<file path="config.mk">
export PLATFORM = sky130hd
export DESIGN_NAME = fp_cond_unit
export DESIGN_NICKNAME = d
export VERILOG_FILES = /design/src/rtl/fp_cond_unit.sv
export SDC_FILE = /design/constraint.sdc
export NUM_CORES = 1
export LEC_CHECK = 0
export CAP_MARGIN = 20
export CELL_PAD_IN_SITES_DETAIL_PLACEMENT = 0
export CELL_PAD_IN_SITES_GLOBAL_PLACEMENT = 1
export CORE_MARGIN = 1.5
export CORE_UTILIZATION = 32
export CTS_BUF_LIST = sky130_fd_sc_hd__clkbuf_16
export DETAILED_ROUTE_END_ITERATION = 10
export GPL_ROUTABILITY_DRIVEN = 0
export MAX_ROUTING_LAYER = met4
export PLACE_DENSITY_LB_ADDON = 0.1
export SLEW_MARGIN = 25
export SYNTH_ARGS = -nofsm -noshare
export SYNTH_HDL_FRONTEND = slang
export SYNTH_SLANG_ARGS = --single-unit
</file>
<file path="constraint.sdc">
create_clock -name clk -period 2.49 [get_ports clk]
set_clock_uncertainty 0.15 [all_clocks]
set_input_delay 0.498 -clock clk [delete_from_list [all_inputs] [get_ports clk]]
set_output_delay 0.498 -clock clk [all_outputs]
set_load 0.1 [all_outputs]
</file>
<file path="src/rtl/fp_cond_unit.sv">
// fp_cond_unit: c.cond.s evaluation into FCC bits with a two-stage accept/commit pipeline.
// Define FP_COND_FORWARD_EN to bypass the pending result to branch queries instead of stalling.
module fp_cond_unit #(
  parameter int NUM_CC = 8,
  parameter logic [NUM_CC-1:0] RESET_FCC = '0,
  localparam int CW = $clog2(NUM_CC)
) (
  input  logic              clk,
  input  logic              reset,
  input  logic              req_valid,
  output logic              req_ready,
  input  logic [3:0]        req_cond,
  input  logic [CW-1:0]     req_cc,
  input  logic              cmp_lt,
  input  logic              cmp_eq,
  input  logic              cmp_gt,
  input  logic              cmp_snan,
  input  logic              fcc_wr_en,
  input  logic [NUM_CC-1:0] fcc_wr_data,
  input  logic [CW-1:0]     br_cc,
  output logic              br_value,
  output logic              br_stall,
  output logic [NUM_CC-1:0] fcc,
  output logic              invalid_flag,
  input  logic              invalid_clr
);
  logic              unordered, result, invalid_evt, accept, hit;
  logic              pend_valid, pend_result, pend_inv;
  logic [CW-1:0]     pend_cc;
  logic [NUM_CC-1:0] fcc_nxt;
  assign unordered   = ~(cmp_lt | cmp_eq | cmp_gt);
  assign result      = (req_cond[2] & cmp_lt) | (req_cond[1] & cmp_eq) | (req_cond[0] & unordered);
  assign invalid_evt = cmp_snan | (req_cond[3] & unordered);
  assign req_ready   = ~fcc_wr_en;
  assign accept      = req_valid & req_ready;
  assign hit         = pend_valid & (pend_cc == br_cc);
  // a committing compare overrides the bulk value for its own bit
  always_comb begin
    fcc_nxt = fcc_wr_en ? fcc_wr_data : fcc;
    if (pend_valid) fcc_nxt[pend_cc] = pend_result;
  end
  always_ff @(posedge clk or posedge reset) begin
    if (reset) begin
      fcc          <= RESET_FCC;
      invalid_flag <= 1'b0;
      pend_valid   <= 1'b0;
      pend_cc      <= '0;
      pend_result  <= 1'b0;
      pend_inv     <= 1'b0;
    end else begin
      fcc          <= fcc_nxt;
      invalid_flag <= (pend_valid & pend_inv) | (invalid_flag & ~invalid_clr);
      pend_valid   <= accept;
      if (accept) begin
        pend_cc     <= req_cc;
        pend_result <= result;
        pend_inv    <= invalid_evt;
      end
    end
  end
`ifdef FP_COND_FORWARD_EN
  assign br_value = hit ? pend_result : fcc[br_cc];
  assign br_stall = 1'b0;
`else
  assign br_value = fcc[br_cc];
  assign br_stall = hit;
`endif
endmodule

</file>
==> flow_summary.yaml, run 1 <==
outcome:
  outcome: "finished, final reports clean"
timing:
  tightestPinTransition_ps: 595
  slew_headroom: 0.603
  worst_slack_ps: 127
  drv_slew: 0
  finalCritPeriodShare: 0.949
  hold_viol: 0
  setup_viol: 0
  rsz0062_at_grt: "no"
  fmax_mhz: 423
  fin_crit_ps: 2360
floorplanning:
  fp.dieW_um: 54.6
  core_area_mm2: 0.00250
  fp.dieH_um: 54.6
  rows: 18
  start_util: 0.340
  dieArea_mm2: 0.00298
  io_pins: 39
worst_setup_path:
  ff2ff_path_depth: 2
  crit_cells: 4
  worstPathArrival_ps: 1720
  required_ps: 1840
  slowest_delay_ps: 510
  critPathTopFamily: "multiplexers"
  crit_chain: "dlygate4sd2_1 -> mux4_2 -> mux2_2 -> buf_12"
  crit_path_end_kind: "output pin"
  critPathLaunchType: "input port"
  crit_type: "in2out"
  critical_path_buf_inv_count: 2
  slowest_stage: "mux4_2"
  cp_max_fo: 2
global_route:
  grt_pass1_wl_mm: 3.02
  antenna_found_initial: 0
  grt_pass1_vias: 659
  grt_max_degree: 16
  track_usage: 0.148
  overflow: 0
clocking:
  clock_sinks: 15
  clockRootBuffer: "clkbuf_16"
  h-tree-depth: 1
  cts.clk_slew.worst_paths_ps: 50
  clk_latency_ps: 240
  post-cts-setup-buffer-count: 0
  tritoncts: "done"
  cts_resized: 2
  cts_inserted_buffers: 3
  ctsHoldBuffers: 0
  clockBufferDepth: 2
route:
  met1_length_um: 822
  route.detailed.drc: 0
  met2_length_um: 904
  drt-total-wl_mm: 1.87
  drt-pass1-iter-count: 4
  vias: 719
  dr.first_iter.drc_count: 6
  wire_per_inst_um: 12.8
  ant_nets: 0
  top_layer_used: "met4"
  via_per_inst: 4.92
  wl_met3_um: 133
placement:
  dp.cells: 142
  port_buffers: 38
  place_area_mm2: 0.00127
  place_ws_ps: -150
  hpwlAfterDp_mm: 1.49
finish:
  drive_above_1_share: 0.276
  final_cell_mix: "clkdlybuf4s50_1 (24), dfrtp_1 (15), buf_4 (13), a21oi_1 (8)"
  diodes: 0
  areaGrowthSynthToFinish_pct: 58.5
  fillCellCount: 233
  fin_area_mm2: 0.00135
  final_common_cell: "clkdlybuf4s50_1"
  instances_no_fill: 146
  nNetsFinal: 144
yosys:
  synth-async-reset-ratio: 1.00
  syn-cell-area_um2: 851
  syn_inst: 77
  synth.distinct_cells: 23
  syn_nets: 104
  synth_warnings: 0
  synth_area_per_cell_um2: 11.0
  synth_edf_count: 0
  ys_seq_area_frac: 0.441
  ys_ff_latch: 15
  synth_top_flop_cell: "dfrtp_1"
power_and_ir_drop:
  p_per_area_mw_per_mm2: 751
  p_leak_nw: 0.576
  peakVddDrop_mv: 0.561
hold_path:
  worstHoldPathType: "reg2reg"
  worstHoldPathCells: 2
job:
  drv_cap: 0
stage by stage:
| stage | hold slack, ps | TNS, ps | utilization | total power [mW] |
|---|---|---|---|---|
| 2_1_floorplan | 249 | 0 | - | 0.600 |
| 3_3_place_gp | 335 | -122 | 0.509 | 0.713 |
| 3_5_place_dp | 347 | -150 | 0.509 | 0.716 |
| 4_1_cts | 358 | 0 | 0.540 | 1.02 |
| 5_1_grt | 397 | 0 | 0.540 | 1.06 |
| 6_report | 344 | 0 | 0.540 | 1.01 |
logic make-up (layout without fill, tap and decap cells):
family,count (synthesis),count (layout),share of synthesized area
compound gates,12,12,0.0765
xor+xnor,3,3,0.0309
buf+inv,10,49,0.0676
flops,15,15,0.441
mux,15,15,0.219
simple gates,22,22,0.165
worst register-to-register path, stage by stage (launching register included):
cell and delay (ps):
dfrtp_1 490, or4b_4 580, mux2_4 300
sequential cells by signal, summed over array words and instances, names as in the netlist:
register and count:
pend_result 1, invalid_flag 1, pend_valid 1, pend_cc 3
pend_inv 1, fcc 8
final timing paths:
kind / start / to / slack (ps)
setup / recovery: br_cc[0] / br_value / 130
hold / removal: pend_inv / invalid_flag / 340
setup reg to reg: pend_cc[0] / fcc[0] / 850
hold reg to reg: pend_inv / invalid_flag / 340
max in group asynchronous: reset / fcc[3] / 1330
min in group asynchronous: reset / invalid_flag / 470
layout make-up:
cell class / count / area, µm² / share of cell area
Clock inverter: 1 / 5.00 / 0.00371
Tap cell: 30 / 37.5 / 0.0278
Clock buffer: 3 / 75.1 / 0.0557
Sequential cell: 15 / 375 / 0.278
Timing Repair Buffer: 42 / 415 / 0.308
Multi-Input combinational cell: 52 / 429 / 0.318
Inverter: 3 / 11.3 / 0.00835
synth_stat cells, types with 2 or more instances:
cell      count  share of area
a21oi_1       8          0.047
and4bb_2      2          0.029
buf_2         4          0.024
buf_6         2          0.026
dfrtp_1      15           0.44
inv_1         3          0.013
mux2_2        5          0.066
mux2i_1       7          0.082
mux4_2        2          0.053
nand2_1       4          0.018
nand4b_1      3          0.031
nor2_1        7          0.031
nor3_1        2          0.012
o21ai_0       3          0.018
xor2_1        2          0.021
where the power goes:
group	internal (mW)	switching (mW)
clock network	0.214	0.0917
logic	0.137	0.247
registers	0.277	0.0456
layer usage:
layer | GRT usage | vias to the layer above
met5 | - | -
met4 | 0.0375 | 0
met3 | 0.0246 | 2
met2 | 0.251 | 28
met1 | 0.182 | 333
li1 | - | 356
Note: power is estimated with default switching activity, not from simulation.
==> inputs of run 2 (changes only) <==
CAP_MARGIN = 15   (was 20)
PLACE_DENSITY = 0.84   (was unset)
PLACE_DENSITY_LB_ADDON = unset   (was 0.1)
SLEW_MARGIN = 5   (was 25)
==> run 2 against run 1 <==
  * Clock power decreased by 1%
  * Critical path depth is the same
  * Count of clock-buffer cells in the layout unchanged
  * Global-route usage rose by 1.0 points
  * Worst setup slack better by 7.4 ps
  * Cell count unchanged
  * Sequential share of layout area shrank 0.052 points
  * Non-clock buffer count stayed put
  * Design area rose by 0.19%
  * Largest power group unchanged
  * Flip-flop and latch count unchanged
  * First-iteration DRC count up 33%
  * Combinational power is 1% higher
==> flow_summary.yaml, run 2 (synthesis gave the netlist of run 1 again) <==
finish:
  top_regs: "fcc: 8 flops, pend_cc: 3 flops"
  final_cell_mix: "clkdlybuf4s50_1 (24), dfrtp_1 (15), buf_4 (13), a21oi_1 (8)"
  largest_reg_flops: 8
  drive_above_1_share: 0.267
  fillCellCount: 230
  fin_area_mm2: 0.00135
  multi_input_area_um2: 433
  nNetsFinal: 144
  areaGrowthSynthToFinish_pct: 58.8
  final_common_cell: "clkdlybuf4s50_1"
  diodes: 0
  seqCellArea_um2: 375
  final_core_util: 0.541
  regMostFlops: "fcc"
clocking:
  h-tree-depth: 1
  cts_inserted_buffers: 3
  post-cts-setup-buffer-count: 0
  clockBufferDepth: 2
  cts.clk_slew.worst_paths_ps: 50
  clockRootBuffer: "clkbuf_16"
  clock_sinks: 15
  tritoncts: "done"
  ctsHoldBuffers: 0
  clk_latency_ps: 240
route:
  ant_nets: 0
  met1_length_um: 829
  route.detailed.drc: 0
  wire_per_inst_um: 13.5
  top_layer_used: "met3"
  via_per_inst: 5.12
  vias: 747
  met2_length_mm: 1.02
  dr.first_iter.drc_count: 8
  drt-pass1-iter-count: 4
  drt-total-wl_mm: 1.97
  wl_met3_um: 118
timing:
  worst_slack_ps: 134
  setup_tns_ps: 0
  finalCritPeriodShare: 0.946
  rsz0062_at_grt: "no"
  drv_slew: 0
  setup_viol: 0
  fin_crit_ps: 2360
  fmax_mhz: 424
  tightestPinTransition_ps: 567
  hold_viol: 0
  slew_headroom: 0.621
global_route:
  overflow: 0
  grt_pass1_wl_mm: 3.24
  antenna_found_initial: 0
  track_usage: 0.158
  grt_pass1_vias: 741
  grt_max_degree: 16
power_and_ir_drop:
  p_leak_nw: 0.582
  p_per_area_mw_per_mm2: 751
  power.total_mw: 1.02
  peakVddDrop_mv: 0.392
floorplanning:
  start_util: 0.340
  io_pins: 39
  rows: 18
  core_area_mm2: 0.00250
  fp.dieW_um: 54.6
  fp.dieH_um: 54.6
  dieArea_mm2: 0.00298
worst_setup_path:
  crit_path_end_kind: "output pin"
  worstPathArrival_ps: 1710
  crit_type: "in2out"
  required_ps: 1840
  critPathLaunchType: "input port"
  cp_max_fo: 2
placement:
  place_ws_ps: -143
  place_area_mm2: 0.00127
  port_buffers: 38
  hpwlAfterDp_mm: 1.53
job:
  drv_cap: 0
hold_path:
  worstHoldPathType: "reg2reg"
outcome:
  outcome: "finished, final reports clean"
-- run 2: critical path: stages --
cell and delay [ps]:
dlygate4sd2_1 240, mux4_2 500, mux2_4 300, buf_12 170
-- run 2: worst paths after layout --
check,startpoint,end,slack [ps],depth (start not counted)
hold reg to reg,pend_inv,invalid_flag,330,2
max in group asynchronous,reset,fcc[7],1360,2
min in group asynchronous,reset,pend_cc[1],460,2
setup / recovery,br_cc[0],br_value,130,4
hold / removal,pend_inv,invalid_flag,330,2
setup reg to reg,pend_cc[0],fcc[0],860,2
-- run 2: layout make-up --
class | instances | area share
timing repair buffer | 42 | 0.307
tap | 30 | 0.0278
inverter | 3 | 0.00833
clock inverter | 1 | 0.00278
sequential | 15 | 0.278
clock buffer | 3 | 0.0556
multi-input combinational | 52 | 0.320
-- run 2: what timing repair did --
action	CTS	global route
endpoints found under the setup margin	1	0
hold endpoints to repair	0	0
gates resized for setup	3	0
-- run 2: per-stage QoR --
stage,hold WS (ps),cells
floorplan,249,77
global placement,320,142
detailed placement,319,142
CTS,329,146
global route,397,146
finish,327,146
-- run 2: layer usage --
layer | GRT usage | up-vias
met5 | - | -
met4 | 0.0417 | 0
met3 | 0.0301 | 0
met2 | 0.281 | 29
met1 | 0.180 | 362
li1 | - | 356
-- run 2: power by group --
group	total [mW]	leakage (nW)	switching, mW	internal [mW]
clock network	0.302	0.0423	0.0902	0.212
registers	0.324	0.176	0.0471	0.277
logic	0.389	0.364	0.250	0.139
total	1.02	0.582	0.387	0.628
